**src/rtl/timer_dev_pkg.sv**
```systemverilog
// Shared definitions for the memory-mapped countdown timer: register offsets,
// FSM state encoding, CTRL field positions and mode codes.
package timer_dev_pkg;

  localparam logic [1:0] TMR_CTRL   = 2'd0;
  localparam logic [1:0] TMR_PRESET = 2'd1;
  localparam logic [1:0] TMR_COUNT  = 2'd2;

  typedef enum logic [1:0] {
    S_IDLE = 2'd0,
    S_LOAD = 2'd1,
    S_CNT  = 2'd2,
    S_INT  = 2'd3
  } state_e;

  localparam logic [1:0] MODE_ONESHOT = 2'b00;
  localparam logic [1:0] MODE_RELOAD  = 2'b01;

  localparam int CTRL_EN      = 0;
  localparam int CTRL_MODE_LO = 1;
  localparam int CTRL_MODE_HI = 2;
  localparam int CTRL_IM      = 3;

endpackage

```
**src/rtl/timer_dev_byte_merge.sv**
```systemverilog
// Per-byte write merge: each enabled byte lane of wdata replaces the
// corresponding byte of the current register value.
module timer_dev_byte_merge (
  input  logic [31:0] cur_i,
  input  logic [3:0]  byteen_i,
  input  logic [31:0] wdata_i,
  output logic [31:0] merged_o
);

  always_comb begin
    merged_o = cur_i;
    for (int i = 0; i < 4; i++) begin
      if (byteen_i[i]) merged_o[8*i +: 8] = wdata_i[8*i +: 8];
    end
  end

endmodule

```
**src/rtl/timer_dev.sv**
```systemverilog
// Countdown timer on the data bus: CTRL/PRESET byte-writable, COUNT read-only,
// one-shot or auto-reload operation, masked interrupt request.
module timer_dev
  import timer_dev_pkg::*;
#(
  parameter int COUNT_W = 32,
  parameter int CTRL_W  = 4
) (
  input  logic        clk,
  input  logic        reset_n,
  input  logic        sel,
  input  logic [1:0]  addr,
  input  logic [3:0]  byteen,
  input  logic [31:0] wdata,
  output logic [31:0] rdata,
  output logic        irq,
  output logic [1:0]  dbg_state
);

  // Bus handshake: a write is accepted in any cycle with sel=1 and at least one
  // byte enable set; there is no back-pressure and reads never stall.
  logic [CTRL_W-1:0]  ctrl_q, ctrl_d;
  logic [COUNT_W-1:0] preset_q, preset_d;
  logic [COUNT_W-1:0] count_q, count_d;
  logic               flag_q, flag_d;
  state_e             state_q, state_d;

  logic               wr, ctrl_wr, preset_wr, clr_en;
  logic [31:0]        ctrl_ext, preset_ext, count_ext;
  logic [31:0]        ctrl_merged, preset_merged;
  logic               unused_merge_bits;

  assign wr        = sel & (|byteen);
  assign ctrl_wr   = wr && (addr == TMR_CTRL);
  assign preset_wr = wr && (addr == TMR_PRESET);

  always_comb begin
    ctrl_ext   = '0;
    preset_ext = '0;
    count_ext  = '0;
    ctrl_ext[CTRL_W-1:0]    = ctrl_q;
    preset_ext[COUNT_W-1:0] = preset_q;
    count_ext[COUNT_W-1:0]  = count_q;
  end

  timer_dev_byte_merge u_ctrl_merge (
    .cur_i    (ctrl_ext),
    .byteen_i (byteen),
    .wdata_i  (wdata),
    .merged_o (ctrl_merged)
  );

  timer_dev_byte_merge u_preset_merge (
    .cur_i    (preset_ext),
    .byteen_i (byteen),
    .wdata_i  (wdata),
    .merged_o (preset_merged)
  );

  // Bits above the implemented register widths are dropped on purpose.
  assign unused_merge_bits = ^{ctrl_merged, preset_merged};

  // A bus write to CTRL takes priority over the FSM clearing EN.
  always_comb begin
    ctrl_d = ctrl_q;
    if (clr_en) ctrl_d[CTRL_EN] = 1'b0;
    if (ctrl_wr) ctrl_d = ctrl_merged[CTRL_W-1:0];
    preset_d = preset_wr ? preset_merged[COUNT_W-1:0] : preset_q;
  end

  always_ff @(posedge clk or negedge reset_n) begin
    if (!reset_n) begin
      ctrl_q   <= '0;
      preset_q <= '0;
    end else begin
      ctrl_q   <= ctrl_d;
      preset_q <= preset_d;
    end
  end

  always_comb begin
    state_d = state_q;
    count_d = count_q;
    flag_d  = flag_q;
    clr_en  = 1'b0;
    if (ctrl_wr || preset_wr) flag_d = 1'b0;
    case (state_q)
      S_IDLE: if (ctrl_q[CTRL_EN]) state_d = S_LOAD;
      S_LOAD: begin
        count_d = preset_q;
        state_d = S_CNT;
      end
      S_CNT: begin
        if (!ctrl_q[CTRL_EN]) begin
          state_d = S_IDLE;
        end else if (count_q > COUNT_W'(1)) begin
          count_d = count_q - COUNT_W'(1);
        end else begin
          count_d = '0;
          flag_d  = 1'b1;
          state_d = S_INT;
        end
      end
      S_INT: begin
        state_d = S_IDLE;
        // Reserved mode codes 1x behave as one-shot.
        case (ctrl_q[CTRL_MODE_HI:CTRL_MODE_LO])
          MODE_RELOAD:  flag_d = 1'b0;
          MODE_ONESHOT: clr_en = 1'b1;
          default:      clr_en = 1'b1;
        endcase
      end
      default: state_d = S_IDLE;
    endcase
  end

  always_ff @(posedge clk or negedge reset_n) begin
    if (!reset_n) begin
      state_q <= S_IDLE;
      count_q <= '0;
      flag_q  <= 1'b0;
    end else begin
      state_q <= state_d;
      count_q <= count_d;
      flag_q  <= flag_d;
    end
  end

  always_comb begin
    case (addr)
      TMR_CTRL:   rdata = ctrl_ext;
      TMR_PRESET: rdata = preset_ext;
      TMR_COUNT:  rdata = count_ext;
      default:    rdata = '0;
    endcase
  end

  assign irq       = ctrl_q[CTRL_IM] & flag_q;
  assign dbg_state = state_q;

endmodule
```
**config.mk**
```make
export PLATFORM = sky130hd
export DESIGN_NAME = timer_dev
export DESIGN_NICKNAME = d
export VERILOG_FILES = /design/src/rtl/timer_dev_pkg.sv /design/src/rtl/timer_dev_byte_merge.sv /design/src/rtl/timer_dev.sv
export SDC_FILE = /design/constraint.sdc
export NUM_CORES = 1
export LEC_CHECK = 0
export ABC_AREA = 1
export BUFFER_PORTS_ARGS = -buffer_cell sky130_fd_sc_hd__buf_2
export CORE_AREA = 2 2 107 109
export CTS_CLUSTER_SIZE = 30
export DETAILED_ROUTE_END_ITERATION = 16
export DIE_AREA = 0 0 109 111
export PLACE_DENSITY = 0.7
export SLEW_MARGIN = 5
export SYNTH_ARGS = -nofsm -noshare
export SYNTH_HDL_FRONTEND = slang
export SYNTH_HIERARCHICAL = 1
export SYNTH_SLANG_ARGS = --single-unit
```
**constraint.sdc**
```tcl
create_clock -name clk -period 3.5 [get_ports clk]
set_input_delay 0.7 -clock clk [delete_from_list [all_inputs] [get_ports clk]]
set_output_delay 0.7 -clock clk [all_outputs]
set_load 0.05 [all_outputs]
```
==> out/results.ini <==
[sta]
maxSlewViolCount = 0
worst_slack_ns = 0.916
fin_skew_ns = 0.00779
worstMarginPinSlew_ns = 0.980
rsz0062_at_grt = false
final_hold_viol_count = 0
finalSetupTns_ns = 0
finalCriticalPeriod_ns = 2.58
relSlewSlack_pct = 34.5
period_share_pct = 73.8
finalSetupViolations = 0
fmax_ghz = 0.387

[worst_setup_path]
crit_chain = nor2_4, nand2_2, nand2_4, inv_1, a21oi_1, a22oi_2
crit_type = reg2reg
crit_path_start_kind = register
crit_required_ns = 3.69
regToRegEndpoint = count_ext[0]
worstSetupEndpoint = count_ext[0]
rr_worst_depth = 6
worstReg2RegStart = dbg_state[0]
reg2reg_slack_ns = 0.92
worstPathMaxFanout = 28
max_stage_delay_ns = 0.53
worstPathArrival_ns = 2.77
crit_start = dbg_state[0]
cpMaxStageDelayCell = dfrtp_1
worstSetupEndpointType = register

[die]
num_rows = 39
die_w_um = 109
num_io_pins = 76
start_util_pct = 45.1
die_area_mm2 = 0.0121
core_mm2 = 0.0111
die_h_um = 111

[routing]
via_count = 4761
route.detailed.drc = 0
ant_nets = 0
wirelength_um = 13900
dr.pass1.iters = 5
wl_per_cell_um = 15.3
drt_iter0_markers = 327
viasPerCell = 5.24

[global_route]
antenna_found_initial = 0
grt-ovfl-total = 0
grt_first_pass_wirelength_um = 23200
grt_pass1_vias = 4812
grt_max_degree = 34
grt_usage_pct = 24.5

[power]
total_leakage_power_uw = 0.00283
power_density_mw_per_mm2 = 818
power_uw = 4740
ir_drop_mv = 0.439

[clock_network]
cts.sinks = 71
cts_tree = yes
cts_resized = 0
clk_pin_slew_worst_paths_ns = 0.06
cts.path.max_buffers = 2
clk_root_buffer_cell = clkbuf_16
holdBufCountCts = 0
postCtsSetupBuffers = 0
numCtsBuffers = 9
clock_latency_ns = 0.35
htreeDepth = 3

[synthesis]
syn_area_mm2 = 0.00500
synth_nets = 738
yosysWarnings = 6
avgSynthCellArea_um2 = 7.19
syn_inst = 695

[layout]
multi_input_area_mm2 = 0.00276
seq_area_mm2 = 0.00178
fillers = 1076
drive_gt1_share_pct = 25.1
diodes = 0
syn2layout_area_growth_pct = 15.9
nets = 804
postLayoutCellArea_mm2 = 0.00579

[placed_design]
placed_cell_area_mm2 = 0.00542
port_buffers = 75
dp_hpwl_um = 10200
gp_congestion = 0.964
pre_cts_ws_ns = 0.925

[job]
max_cap_viol_count = 0

[status]
status = finished, final reports clean

[worst_hold_path]
min_path_type = in2async

placed cells by master (no fill, tap or decap), types with 4 or more instances in the layout:
cell type    n
nor2_1      82
o21ai_1      4
inv_1       70
o211ai_1     5
inv_2        7
xor2_1      12
a22oi_2     13
o22ai_1     10
buf_4        5
nand2_2      8
dfrtp_1     71
nor2_4       6
a21oi_1     24
bufinv_16    4
clkbuf_16    9
a21oi_2     10
nand3_1     15
nand2_1    219
mux2_2      24
buf_2       75
nor2_2      12
o21ai_0     52
nand3_2     14
cell type report:
| class | instances | area share [%] |
|---|---|---|
| Clock buffer | 11 | 4.19 |
| Clock inverter | 5 | 2.22 |
| Inverter | 78 | 5.05 |
| Multi-Input combinational cell | 521 | 47.7 |
| Sequential cell | 71 | 30.7 |
| Tap cell | 143 | 3.09 |
| Timing Repair Buffer | 80 | 7.13 |
registers in the layout (all words and copies together), names as in the netlist:
name and count:
count_ext 32, dbg_state 2, flag_q 1, ctrl_q 4, preset_ext 32
metrics by stage:
step	std cells	utilization [%]	hold slack (ns)
after detailed placement	893	49.0	0.545
after floorplan	695	-	0.404
after global placement	893	49.0	0.540
final	909	52.3	0.291
after global routing	909	52.3	0.320
after CTS	909	52.3	0.292
worst min path at each step:
stage                endpoint  slack (ns)  depth (start not counted)
5_1_grt        preset_ext[24]        0.32                          1
4_1_cts        preset_ext[24]        0.29                          1
3_3_place_gp   preset_ext[18]        0.54                          1
2_1_floorplan    count_ext[0]        0.40                          0
6_report       preset_ext[24]        0.29                          1
3_5_place_dp   preset_ext[18]        0.54                          1
critical path: cells and delay by family, from the launching register on:
family,cells,cell delay (ns)
AO/OA/AOI/OAI,2,0.40
AND/OR/NAND/NOR,3,1.00
flip-flops,1,0.53
buffers and inverters,1,0.49
routing by layer:
layer  up-vias  GRT usage, %  share of wire (%)
li1       2354             -                  -
met1      2248          32.0                 45
met2       131          39.4                 48
met3        28          5.00                4.8
met4         0          9.40                2.6
met5         -             0                  0
where the power goes:
group	internal (uW)	switching [uW]	total (uW)	leakage, uW
Clock	789	365	1150	0.000180
Sequential	1140	382	1520	0.000826
Combinational	677	1390	2060	0.00182
Total	2600	2130	4740	0.00283
Note: power is estimated with default switching activity, not from simulation.
